<file path="src/rtl/alu_pkg.sv">
// alu_pkg: shared types for the multi-cycle Hack-style ALU.
//   op_e    - encoding of the 3-bit f op select
//   state_e - control FSM states
//   flags_t - registered result flags {zr, ng, cy, ov}
package alu_pkg;

  typedef enum logic [2:0] {
    OP_ADD   = 3'b000,
    OP_SUB   = 3'b001,
    OP_AND   = 3'b010,
    OP_OR    = 3'b011,
    OP_XOR   = 3'b100,
    OP_PASSX = 3'b101,
    OP_MUL   = 3'b110,
    OP_PASSY = 3'b111
  } op_e;

  typedef enum logic [1:0] {
    IDLE = 2'b00,
    MUL  = 2'b01,
    HOLD = 2'b10
  } state_e;

  typedef struct packed {
    logic zr;
    logic ng;
    logic cy;
    logic ov;
  } flags_t;

endpackage

</file>
<file path="src/rtl/alu_mul_seq.sv">
// alu_mul_seq: unsigned shift-add multiplier, one partial product per cycle.
// Ports:
//   clk, rst_n  clock, async active-low reset
//   start       latch x/y, clear accumulator and counter
//   x, y        WIDTH-bit operands (sampled on start)
//   done        high during the final (WIDTH-th) iteration cycle
//   prod        accumulator value including the current cycle's partial
//               product; equals x*y while done is high
module alu_mul_seq #(
  parameter int WIDTH = 16
) (
  input  logic               clk,
  input  logic               rst_n,
  input  logic               start,
  input  logic [WIDTH-1:0]   x,
  input  logic [WIDTH-1:0]   y,
  output logic               done,
  output logic [2*WIDTH-1:0] prod
);

  localparam int CW = $clog2(WIDTH + 1);

  logic [2*WIDTH-1:0] mx_q;
  logic [WIDTH-1:0]   my_q;
  logic [2*WIDTH-1:0] acc_q, acc_d;
  logic [CW-1:0]      cnt_q;
  logic               run_q;

  assign acc_d = my_q[0] ? acc_q + mx_q : acc_q;
  // Exposing the next accumulator lets the top capture the result on the
  // same edge as the last iteration, keeping latency at WIDTH+1.
  assign prod  = acc_d;
  assign done  = run_q && (cnt_q == CW'(WIDTH - 1));

  always_ff @(posedge clk or negedge rst_n) begin
    if (!rst_n) begin
      mx_q  <= '0;
      my_q  <= '0;
      acc_q <= '0;
      cnt_q <= '0;
      run_q <= 1'b0;
    end else if (start) begin
      mx_q  <= {{WIDTH{1'b0}}, x};
      my_q  <= y;
      acc_q <= '0;
      cnt_q <= '0;
      run_q <= 1'b1;
    end else if (run_q) begin
      acc_q <= acc_d;
      mx_q  <= mx_q << 1;
      my_q  <= my_q >> 1;
      cnt_q <= cnt_q + CW'(1);
      if (done) run_q <= 1'b0;
    end
  end

endmodule

</file>
<file path="src/rtl/alu_mc.sv">
// alu_mc: registered Hack-style ALU with valid/ready handshake on both sides
// and a multi-cycle multiply.
// Ports:
//   clk, rst_n                    clock, async active-low reset
//   in_valid / in_ready           operation handshake
//   a, b                          operands
//   zx, zy, nx, ny, no            Hack zero/negate controls
//   f                             op select (see alu_pkg::op_e)
//   out_valid / out_ready         result handshake
//   out, zr, ng, cy, ov           registered result and flags
//   busy                          multiply in progress
//
// state | meaning
// IDLE  | no result held, ready for any op
// MUL   | multiply iterating, input stalled
// HOLD  | result valid, waiting for out_ready
module alu_mc
  import alu_pkg::*;
#(
  parameter int WIDTH = 16
) (
  input  logic             clk,
  input  logic             rst_n,
  input  logic             in_valid,
  output logic             in_ready,
  input  logic [WIDTH-1:0] a,
  input  logic [WIDTH-1:0] b,
  input  logic             zx,
  input  logic             zy,
  input  logic             nx,
  input  logic             ny,
  input  logic             no,
  input  logic [2:0]       f,
  output logic             out_valid,
  input  logic             out_ready,
  output logic [WIDTH-1:0] out,
  output logic             zr,
  output logic             ng,
  output logic             cy,
  output logic             ov,
  output logic             busy
);

  state_e             state_q, state_d;
  logic [WIDTH-1:0]   out_q, out_d;
  flags_t             flags_q, flags_d;
  logic               no_q;

  logic [WIDTH-1:0]   x_pre, y_pre, r, res;
  logic [WIDTH:0]     sum_ext;
  logic               cy_r, ov_r, inv;
  logic               load, load_mul, mul_start, mul_done;
  logic [2*WIDTH-1:0] mul_prod;

  alu_mul_seq #(.WIDTH(WIDTH)) u_mul (
    .clk   (clk),
    .rst_n (rst_n),
    .start (mul_start),
    .x     (x_pre),
    .y     (y_pre),
    .done  (mul_done),
    .prod  (mul_prod)
  );

  always_comb begin
    x_pre   = zx ? '0 : a;
    y_pre   = zy ? '0 : b;
    if (nx) x_pre = ~x_pre;
    if (ny) y_pre = ~y_pre;
    sum_ext = '0;
    r       = '0;
    cy_r    = 1'b0;
    ov_r    = 1'b0;
    case (op_e'(f))
      OP_ADD: begin
        sum_ext = {1'b0, x_pre} + {1'b0, y_pre};
        r       = sum_ext[WIDTH-1:0];
        cy_r    = sum_ext[WIDTH];
        ov_r    = (x_pre[WIDTH-1] == y_pre[WIDTH-1]) && (r[WIDTH-1] != x_pre[WIDTH-1]);
      end
      OP_SUB: begin
        sum_ext = {1'b0, x_pre} + {1'b0, ~y_pre} + (WIDTH+1)'(1);
        r       = sum_ext[WIDTH-1:0];
        cy_r    = sum_ext[WIDTH];
        ov_r    = (x_pre[WIDTH-1] != y_pre[WIDTH-1]) && (r[WIDTH-1] != x_pre[WIDTH-1]);
      end
      OP_AND:   r = x_pre & y_pre;
      OP_OR:    r = x_pre | y_pre;
      OP_XOR:   r = x_pre ^ y_pre;
      OP_PASSX: r = x_pre;
      OP_PASSY: r = y_pre;
      default:  r = '0;
    endcase
  end

  // The no control of a multiply was captured at acceptance in no_q.
  always_comb begin
    res           = load_mul ? mul_prod[WIDTH-1:0] : r;
    inv           = load_mul ? no_q : no;
    out_d         = inv ? ~res : res;
    flags_d.zr    = (out_d == '0);
    flags_d.ng    = out_d[WIDTH-1];
    flags_d.cy    = load_mul ? (|mul_prod[2*WIDTH-1:WIDTH]) : cy_r;
    flags_d.ov    = load_mul ? 1'b0 : ov_r;
  end

  always_comb begin
    state_d   = state_q;
    in_ready  = 1'b0;
    out_valid = 1'b0;
    busy      = 1'b0;
    load      = 1'b0;
    load_mul  = 1'b0;
    mul_start = 1'b0;
    case (state_q)
      IDLE: in_ready = 1'b1;
      MUL: begin
        busy = 1'b1;
        if (mul_done) begin
          load     = 1'b1;
          load_mul = 1'b1;
          state_d  = HOLD;
        end
      end
      HOLD: begin
        out_valid = 1'b1;
        in_ready  = out_ready;
        if (out_ready) state_d = IDLE;
      end
      default: state_d = IDLE;
    endcase
    // A new acceptance overrides the drain-to-IDLE decision above.
    if (in_valid && in_ready) begin
      if (op_e'(f) == OP_MUL) begin
        mul_start = 1'b1;
        state_d   = MUL;
      end else begin
        load    = 1'b1;
        state_d = HOLD;
      end
    end
  end

  always_ff @(posedge clk or negedge rst_n) begin
    if (!rst_n) begin
      state_q <= IDLE;
      out_q   <= '0;
      flags_q <= '0;
      no_q    <= 1'b0;
    end else begin
      state_q <= state_d;
      if (load) begin
        out_q   <= out_d;
        flags_q <= flags_d;
      end
      if (mul_start) no_q <= no;
    end
  end

  assign out = out_q;
  assign zr  = flags_q.zr;
  assign ng  = flags_q.ng;
  assign cy  = flags_q.cy;
  assign ov  = flags_q.ov;

endmodule

</file>
<file path="config.mk">
export PLATFORM = sky130hd
export DESIGN_NAME = alu_mc
export DESIGN_NICKNAME = d
export VERILOG_FILES = /design/src/rtl/alu_pkg.sv /design/src/rtl/alu_mul_seq.sv /design/src/rtl/alu_mc.sv
export SDC_FILE = /design/constraint.sdc
export NUM_CORES = 1
export LEC_CHECK = 0
export ABC_AREA = 1
export CORE_MARGIN = 4
export CORE_UTILIZATION = 55
export DETAILED_ROUTE_END_ITERATION = 12
export PLACE_DENSITY_LB_ADDON = 0.15
export SETUP_SLACK_MARGIN = 0.5
export SLEW_MARGIN = 20
export SYNTH_ARGS = -nofsm -noshare
export SYNTH_HDL_FRONTEND = slang
export SYNTH_SLANG_ARGS = --single-unit
</file>
<file path="constraint.sdc">
create_clock -name clk -period 6.85 [get_ports clk]
set_input_delay 1.0275 -clock clk [delete_from_list [all_inputs] [get_ports clk]]
set_output_delay 1.0275 -clock clk [all_outputs]
set_load 0.03 [all_outputs]
</file>
==> results_dict.tcl, run 1 <==
set metrics [dict create \
    status "complete, no violations" \
    syn_nets 1747 \
    hp-class "register to register" \
    p_per_area_mw_per_mm2 332 \
    tightest_slew_ns 1.01 \
    wl_per_cell_um 18.9 \
    vias_per_cell 5.98 \
    ctsLongestPathBuffers 2 \
    diodes 0 \
    rsz0062_at_grt "no" \
    n_fill_cell 1882 \
    port_buffers 66 \
    drive_above_1_share 0.0753 \
    die_y_um 146 \
    synth_top_area_frac 0.257 \
    clk_pin_slew_ns 0.08 \
    cp_max_fo 22 \
    worstPathRequired_ns 7.16 \
    finalCritPeriodShare 0.691 \
    finish.utilization 0.616 \
    hold_viol 0 \
    crit_type "input pin to register" \
    fin_setup_tns_ns 0 \
    num_io_pins 67 \
    yosysSeqAreaShare 0.257 \
    cellLeakagePower_nw 5.81 \
    setup_viol 0 \
    async_reset_ff_frac 1.00 \
    min_period_ns 4.74 \
    hold_ws_ns 0.487 \
    cts_setup_buffers 0 \
    synth_top_family_by_area "simple AND/OR/NAND/NOR gates" \
    p_total_w 0.00384 \
    start_util 0.561 \
    postRouteWirelength_um 36000 \
    ir_worst_vdd_uv 295 \
    cts.sinks 108 \
    dp_hpwl_um 28500 \
    syn_to_final_growth_pct 9.80 \
    synthTopCellsByArea "dfrtp_1, nand2_1, nand3_1, ha_1, inv_1" \
    grt_pass1_wl_um 56200 \
    firstDrtPassIters 6 \
    synth_warnings 0 \
    gp_congestion 1.00 \
    postCtsHoldBufs 0 \
    synth-adder-area-share 0.0798 \
    skew_ns 0.00981 \
    grtUsageTotal 0.329 \
    nets 1778 \
    antenna_found_initial 1 \
    grt_max_degree 62 \
    avgSynthCellArea_sq_um 6.43 \
    ant_nets 0 \
    synth_mux_area_frac 0.00190 \
    drv_cap 0 \
    ys_ff_latch 108 \
    rows 50 \
    insertion_delay_ns 0.36 \
    place_inst 1891 \
    stdcell_count 1907 \
    first_global_vias 10408 \
    grt-ovfl-total 0 \
    drc 0 \
    netlist-cell-type-count 55 \
    die-area_sq_mm 0.0214 \
    vias 11396 \
    synth.cell_area_sq_mm 0.0105 \
    netlist_instances 1637 \
    synth_edf_count 0 \
    root_buffer "clkbuf_16" \
    end_kind "register" \
    die_w_um 146 \
    yosysTopAreaCell "dfrtp_1" \
    cp-start-kind "input pin" \
    synth_xor_area_frac 0.0200 \
    post_cts_resized 0 \
    fmax_mhz 211 \
    arrival_ns 5.04 \
    cts_tree "done" \
    core-area_sq_mm 0.0188 \
    maxSlewViolCount 0 \
    drt_iter0_markers 1270 \
    cts_max_level 3 \
    synth_compound_area_frac 0.172 \
    synthSimpleGateAreaFrac 0.373 \
    cts_made_buffers 9 \
    max-slew-margin-rel 0.322 \
    ys.flop_type "dfrtp_1" \
]
==> layout by cell type (no fill, tap or decap), drive strengths merged, types with 3 or more instances in the layout <==
master / synthesis / routed
a21oi: 61 / 61
nor2: 126 / 126
o22ai: 36 / 36
o211ai: 6 / 6
nand2: 545 / 545
nand4: 23 / 23
o21bai: 8 / 8
inv: 187 / 190
nand3b: 5 / 5
o221ai: 26 / 26
ha: 64 / 64
a21o: 6 / 6
a31oi: 10 / 10
nor3: 16 / 16
dfrtp: 108 / 108
xor2: 21 / 21
a21boi: 7 / 7
xnor2: 3 / 3
buf: 24 / 10
a22o: 6 / 6
clkbuf: 31 / 10
clkdlybuf4s50: 0 / 65
or2: 4 / 4
o21ai: 102 / 102
clkinv: 4 / 7
o31ai: 5 / 5
a22oi: 8 / 8
a211oi: 5 / 5
nand3: 175 / 175
==> through the flow <==
stage | setup slack [ns] | cell area, sq um
6_report | 2.11 | 11600
5_1_grt | 1.65 | 11600
4_1_cts | 2.21 | 11600
3_5_place_dp | 1.85 | 11300
3_3_place_gp | 1.85 | 11300
2_1_floorplan | 3.26 | 10500
==> routing by layer <==
metal	vias up	part of all wire	global-route usage
li1	5520	-	-
met1	5239	0.44	0.474
met2	551	0.43	0.497
met3	84	0.095	0.0667
met4	2	0.033	0.109
met5	-	0.00036	0
==> synth_stat cells, types with 19 or more instances <==
cell type  number
o21ai_0        91
nand2_2        40
o22ai_1        36
inv_1         167
nand3_1       164
nor2_1        116
clkbuf_1       31
dfrtp_1       108
nand2_1       501
a21oi_1        57
xor2_1         21
nand4_1        23
o221ai_1       26
ha_1           64
inv_2          19
==> where the power goes <==
part / total, W / internal, W / leakage (nW) / switching, W
Sequential: 0.00107 / 0.000881 / 1.39 / 0.000185
Clock: 0.000540 / 0.000267 / 0.148 / 0.000273
Combinational: 0.00223 / 0.000749 / 4.27 / 0.00149
Total: 0.00384 / 0.00190 / 5.81 / 0.00194
==> cells by family after synthesis <==
logic type / after synthesis
AO/OA/AOI/OAI: 293
XOR/XNOR: 24
adder cells (fa/ha/maj): 66
buffers and inverters: 246
flip-flops: 108
multiplexers: 2
AND/OR/NAND/NOR: 898
==> flip-flops by register name, summed over array words and instances, names as in the netlist <==
name	count
zr	1
no_q	1
ov	1
u_mul.my_q	16
out	16
cy	1
state_q	2
u_mul.mx_q	32
u_mul.run_q	1
u_mul.acc_q	32
u_mul.cnt_q	5
==> final timing paths <==
path | startpoint | end | slack, ns | cells after the start
worst max-delay path | nx | zr | 2.11 | 23
worst min-delay path | out[4] | out[4] | 0.49 | 2
worst max register to register | u_mul.cnt_q[0] | zr | 3.41 | 21
worst min register to register | out[4] | out[4] | 0.49 | 2
max in group asynchronous | rst_n | u_mul.mx_q[2] | 4.99 | 2
min in group asynchronous | rst_n | u_mul.mx_q[28] | 0.67 | 1
==> cell type report <==
type,instances,area (sq um),share of cell area
clock buffer,10,239,0.0207
clock inverter,6,62.6,0.00541
inverter,191,721,0.0623
multi-input combinational,1283,6820,0.590
sequential,108,2700,0.234
tap,234,293,0.0253
timing repair buffer,75,726,0.0627
==> critical path: stages <==
cell             delay (ns)
clkdlybuf4s50_1        0.87
inv_4                  0.23
xor2_1                 0.40
inv_1                  0.15
ha_1                   0.48
nand3_1                0.13
nand3_1                0.13
nand2_1                0.10
nand3_2                0.14
nand3_1                0.11
nand2_1                0.16
nand2_1                0.10
a21oi_1                0.15
nor2_1                 0.07
nor2_1                 0.11
nand3_1                0.11
nand2_1                0.08
nand2_1                0.05
nand2_1                0.12
nand3_1                0.09
nor2_1                 0.09
nand3_1                0.07
nand2_1                0.06
Note: power is estimated with default switching activity, not from simulation.
==> run 2, diff against run 1 <==
==> constraint.sdc (replaced) <==
create_clock -name clk -period 4.8 [get_ports clk]
set_input_delay 0.72 -clock clk [delete_from_list [all_inputs] [get_ports clk]]
set_output_delay 0.72 -clock clk [all_outputs]
set_load 0.03 [all_outputs]
==> results_dict.tcl, run 2 (synthesis gave the netlist of run 1 again) <==
set metrics [dict create \
    status "complete, no violations" \
    dp_hpwl_um 28600 \
    die_y_um 146 \
    diodes 0 \
    rsz0062_at_grt "no" \
    cts.sinks 108 \
    ir_worst_vdd_uv 345 \
    port_buffers 66 \
    grt_pass1_wl_um 56600 \
    cts_setup_buffers 0 \
    core-area_sq_mm 0.0188 \
    maxSlewViolCount 0 \
    cts_max_level 3 \
    tightest_slew_ns 0.947 \
    drive_above_1_share 0.0824 \
    drv_cap 0 \
    hp-class "register to register" \
    root_buffer "clkbuf_16" \
    cp_max_fo 32 \
    hold_viol 0 \
    cp-start-kind "input pin" \
    nets 1791 \
    clk_pin_slew_ns 0.08 \
    r2r_end "zr" \
    r2r_slack_ns 1.22 \
    p_per_area_mw_per_mm2 474 \
    min_from "out[5]" \
    fmax_mhz 249 \
    end_kind "register" \
    die_w_um 146 \
    firstDrtPassIters 6 \
    max-slew-margin-rel 0.368 \
    grt-ovfl-total 0 \
    cellLeakagePower_nw 5.88 \
    syn_to_final_growth_pct 11.0 \
    die-area_sq_mm 0.0214 \
    gp_congestion 1.11 \
    num_io_pins 67 \
    ctsLongestPathBuffers 2 \
    start_util 0.561 \
    hold_ws_ns 0.492 \
    p_total_w 0.00554 \
    ant_nets 0 \
    wl_per_cell_um 18.7 \
    antenna_found_initial 0 \
    cts_tree "done" \
    r2r_start "u_mul.cnt_q[0]" \
    drc 0 \
    vias_per_cell 6.00 \
    rows 50 \
    insertion_delay_ns 0.36 \
    worstPathRequired_ns 5.10 \
    mostFrequentLayoutCells "nand2_1, inv_1, nand3_1" \
    first_global_vias 10452 \
    grt_max_degree 76 \
    arrival_ns 4.32 \
    hold_end "out[5]" \
    vias 11516 \
    reg_top3 "u_mul.acc_q: 32 flops, u_mul.mx_q: 32 flops" \
    min_path_cells 2 \
    drt_iter0_markers 1311 \
    fin_setup_tns_ns 0 \
    setup_viol 0 \
    grtUsageTotal 0.331 \
    finalCritPeriodShare 0.838 \
    crit_type "input pin to register" \
    skew_ns 0.0133 \
    final_common_cell "nand2_1" \
    reg2reg_depth 20 \
    cts_made_buffers 9 \
    min_period_ns 4.02 \
    n_fill_cell 1791 \
    postRouteWirelength_um 35900 \
]
-- run 2: stage by stage --
| stage | cell area [sq um] | util | setup slack [ns] | std cells |
|---|---|---|---|---|
| floorplan | 10500 | - | 1.52 | 1637 |
| global placement | 11400 | 0.606 | 0.419 | 1904 |
| detailed placement | 11400 | 0.606 | 0.369 | 1904 |
| CTS | 11700 | 0.622 | 0.735 | 1920 |
| global route | 11700 | 0.623 | 0.551 | 1920 |
| finish | 11700 | 0.623 | 0.780 | 1920 |
-- run 2: critical path, stage by stage --
cell and delay [ns]:
clkdlybuf4s50_1 0.44, inv_4 0.25, nand2_1 0.11, xor2_1 0.31, inv_1 0.16, ha_1 0.47, inv_1 0.32, nand3_2 0.15
nor2_1 0.12, nand2_1 0.08, nand2_1 0.12, nand2_1 0.07, nand3_1 0.11, nand4_1 0.23, nand2_1 0.14, nand2_1 0.05
nand2_1 0.08, nand4_1 0.11, nor2_1 0.12, nand3_1 0.09, nand2_1 0.06
-- run 2: timing repair --
action                                  4_1_cts  5_1_grt
endpoints found under the setup margin        0        3
gates resized for setup                       0        4
hold buffers                                  0        0
-- run 2: how the worst max path moves through the flow --
stage	from	endpoint
detailed placement	zx	zr
CTS	zx	zr
floorplan	zy	zr
global placement	zx	zr
finish	zx	zr
global route	zx	zr
-- run 2: per-layer routing --
layer,vias to the layer above,part of all wire,wire length (um),track usage
met5,-,0,0,0
met2,565,0.43,15400,0.507
met4,0,0.031,1100,0.0950
li1,5546,-,-,-
met1,5336,0.44,15800,0.474
met3,69,0.10,3590,0.0673
-- run 2: final cells by class --
class / instances / area [sq um] / share of cell area
multi-input combinational: 1283 / 6830 / 0.584
timing repair buffer: 88 / 836 / 0.0715
clock buffer: 10 / 229 / 0.0196
sequential: 108 / 2700 / 0.231
clock inverter: 6 / 78.8 / 0.00674
tap: 234 / 293 / 0.0250
inverter: 191 / 723 / 0.0619
-- run 2: power by group --
part | switching, W | internal (W)
clock | 0.000383 | 0.000418
combinational | 0.00213 | 0.00110
sequential | 0.000246 | 0.00126
==> run 3, diff against run 2 <==
==> constraint.sdc (replaced) <==
create_clock -name clk -period 3.5 [get_ports clk]
set_input_delay 0.525 -clock clk [delete_from_list [all_inputs] [get_ports clk]]
set_output_delay 0.525 -clock clk [all_outputs]
set_load 0.03 [all_outputs]
==> results_dict.tcl, run 3 (synthesis gave the netlist of run 1 again) <==
set metrics [dict create \
    status "complete, no violations" \
    ir_worst_vdd_uv 398 \
    hp-class "input pin to async pin" \
    die_y_um 146 \
    cp_cell_sequence "ha_4 -> fa_2 -> nand2_2 -> nand2_2 -> o21ai_4 -> inv_2 -> a21oi_4 -> inv_1 -> nand2_1 -> nand2_1 -> xor2_1 -> nand2_1 -> o21ai_1 -> nor2_1 -> nand2_1 -> nor2_2 -> nand4_1 -> nand3_1 -> nand2_1" \
    r2r_slack_ns 0.48 \
    min_period_ns 3.02 \
    drc 0 \
    arrival_ns 3.28 \
    skew_ns 0.0205 \
    firstDrtPassIters 5 \
    dp_hpwl_um 31100 \
    end_kind "register" \
    r2r_start "u_mul.mx_q[0]" \
    vias_per_cell 6.03 \
    fmax_mhz 331 \
    grt-ovfl-total 0 \
    cp-start-kind "register" \
    first_global_vias 11959 \
    rsz0062_at_grt "yes" \
    crit_slowest_cell "dfrtp_1" \
    reg2reg_depth 19 \
    cellLeakagePower_nw 6.99 \
    r2r_end "cy" \
    grtUsageTotal 0.361 \
    fin_setup_tns_ns 0 \
    cp_max_fo 3 \
    num_io_pins 67 \
    vias 12704 \
    critical_path.max_stage_delay_ns 0.43 \
    wl_met1_um 16100 \
    nets 1978 \
    setup_viol 0 \
    die_w_um 146 \
    die-area_sq_mm 0.0214 \
    insertion_delay_ns 0.37 \
    hold_viol 0 \
    met2_length_um 18200 \
    max-slew-margin-rel 0.468 \
    clk_pin_slew_ns 0.09 \
    root_buffer "clkbuf_16" \
    hold_ws_ns 0.227 \
    n_fill_cell 1525 \
    core-area_sq_mm 0.0188 \
    mostFrequentLayoutCells "nand2_1, buf_4, inv_1" \
    grt_pass1_wl_um 62200 \
    p_per_area_mw_per_mm2 603 \
    cts_tree "done" \
    finalCritPeriodShare 0.863 \
    ant_nets 0 \
    final_common_cell "nand2_1" \
    drv_cap 0 \
    diodes 0 \
    reg_top3 "u_mul.acc_q: 32 flops, u_mul.mx_q: 32 flops" \
    cts.sinks 108 \
    route.met3.wl_um 3980 \
    postCtsHoldBufs 0 \
    maxSlewViolCount 0 \
    worstPathRequired_ns 3.76 \
    crit_type "register to register" \
    port_buffers 66 \
    antenna_found_initial 2 \
    syn_to_final_growth_pct 31.5 \
    tightest_slew_ns 0.798 \
    crit_top_cell "nand2_1" \
    postRouteWirelength_um 40600 \
    drt_iter0_markers 1338 \
    cts_max_level 3 \
    grt_max_degree 63 \
    cts_made_buffers 9 \
    start_util 0.561 \
    ctsLongestPathBuffers 2 \
    drive_above_1_share 0.249 \
    gp_congestion 0.989 \
    highest_layer "met5" \
    wl_per_cell_um 19.3 \
    rows 50 \
]
-- run 3: area by class of cell --
cell class,instances,area [sq um],share of cell area
Multi-Input combinational cell,1283,7480,0.540
Inverter,191,737,0.0532
Tap cell,234,293,0.0211
Clock buffer,9,225,0.0163
Sequential cell,108,2700,0.195
Clock inverter,7,78.8,0.00569
Timing Repair Buffer,275,2330,0.169
-- run 3: where the power goes --
| part | total, W | internal (W) | switching (W) | leakage [nW] |
|---|---|---|---|---|
| Sequential | 0.00209 | 0.00173 | 0.000363 | 1.39 |
| Clock | 0.00106 | 0.000511 | 0.000549 | 0.148 |
| Combinational | 0.00520 | 0.00194 | 0.00326 | 5.45 |
-- run 3: how the worst max path moves through the flow --
stage | depth (start not counted) | slack, ns | startpoint | end
after floorplan | 26 | 0.51 | zy | zr
after global placement | 21 | -0.16 | nx | zr
after detailed placement | 22 | -0.26 | zx | zr
after CTS | 21 | 0.50 | ny | zr
after global routing | 22 | 0.36 | u_mul.mx_q[0] | zr
final | 19 | 0.48 | u_mul.mx_q[0] | cy
-- run 3: metrics by stage --
stage | cell area, sq um | instances | util | setup WS [ns] | total power (W)
2_1_floorplan | 10500 | 1637 | - | 0.506 | 0.00512
3_3_place_gp | 12500 | 2051 | 0.665 | -0.163 | 0.00656
3_5_place_dp | 12500 | 2051 | 0.665 | -0.261 | 0.00670
4_1_cts | 13200 | 2095 | 0.703 | 0.502 | 0.00792
5_1_grt | 13800 | 2107 | 0.738 | 0.363 | 0.00890
6_report | 13800 | 2107 | 0.738 | 0.481 | 0.00834
-- run 3: critical path, delay by kind of cell, from the launching register on --
family                     cells  cell delay, ns
adders and majority gates      2            0.62
buffers and inverters          2            0.19
DFF                            1            0.43
xor gates and xnor gates       1            0.15
and+or+nand+nor               11            1.17
AOI/OAI and AO/OA              3            0.35
-- run 3: repair_timing --
item,4_1_cts,5_1_grt
hold endpoints to repair,0,0
resized for setup,61,158
pin swaps,35,54
buffers inserted,28,12
endpoints found under the setup margin,15,16
-- run 3: metal layers --
metal | global-route usage | up-vias
met5 | 0 | -
met4 | 0.165 | 4
met3 | 0.0611 | 155
met2 | 0.580 | 686
met1 | 0.479 | 5948
li1 | - | 5911
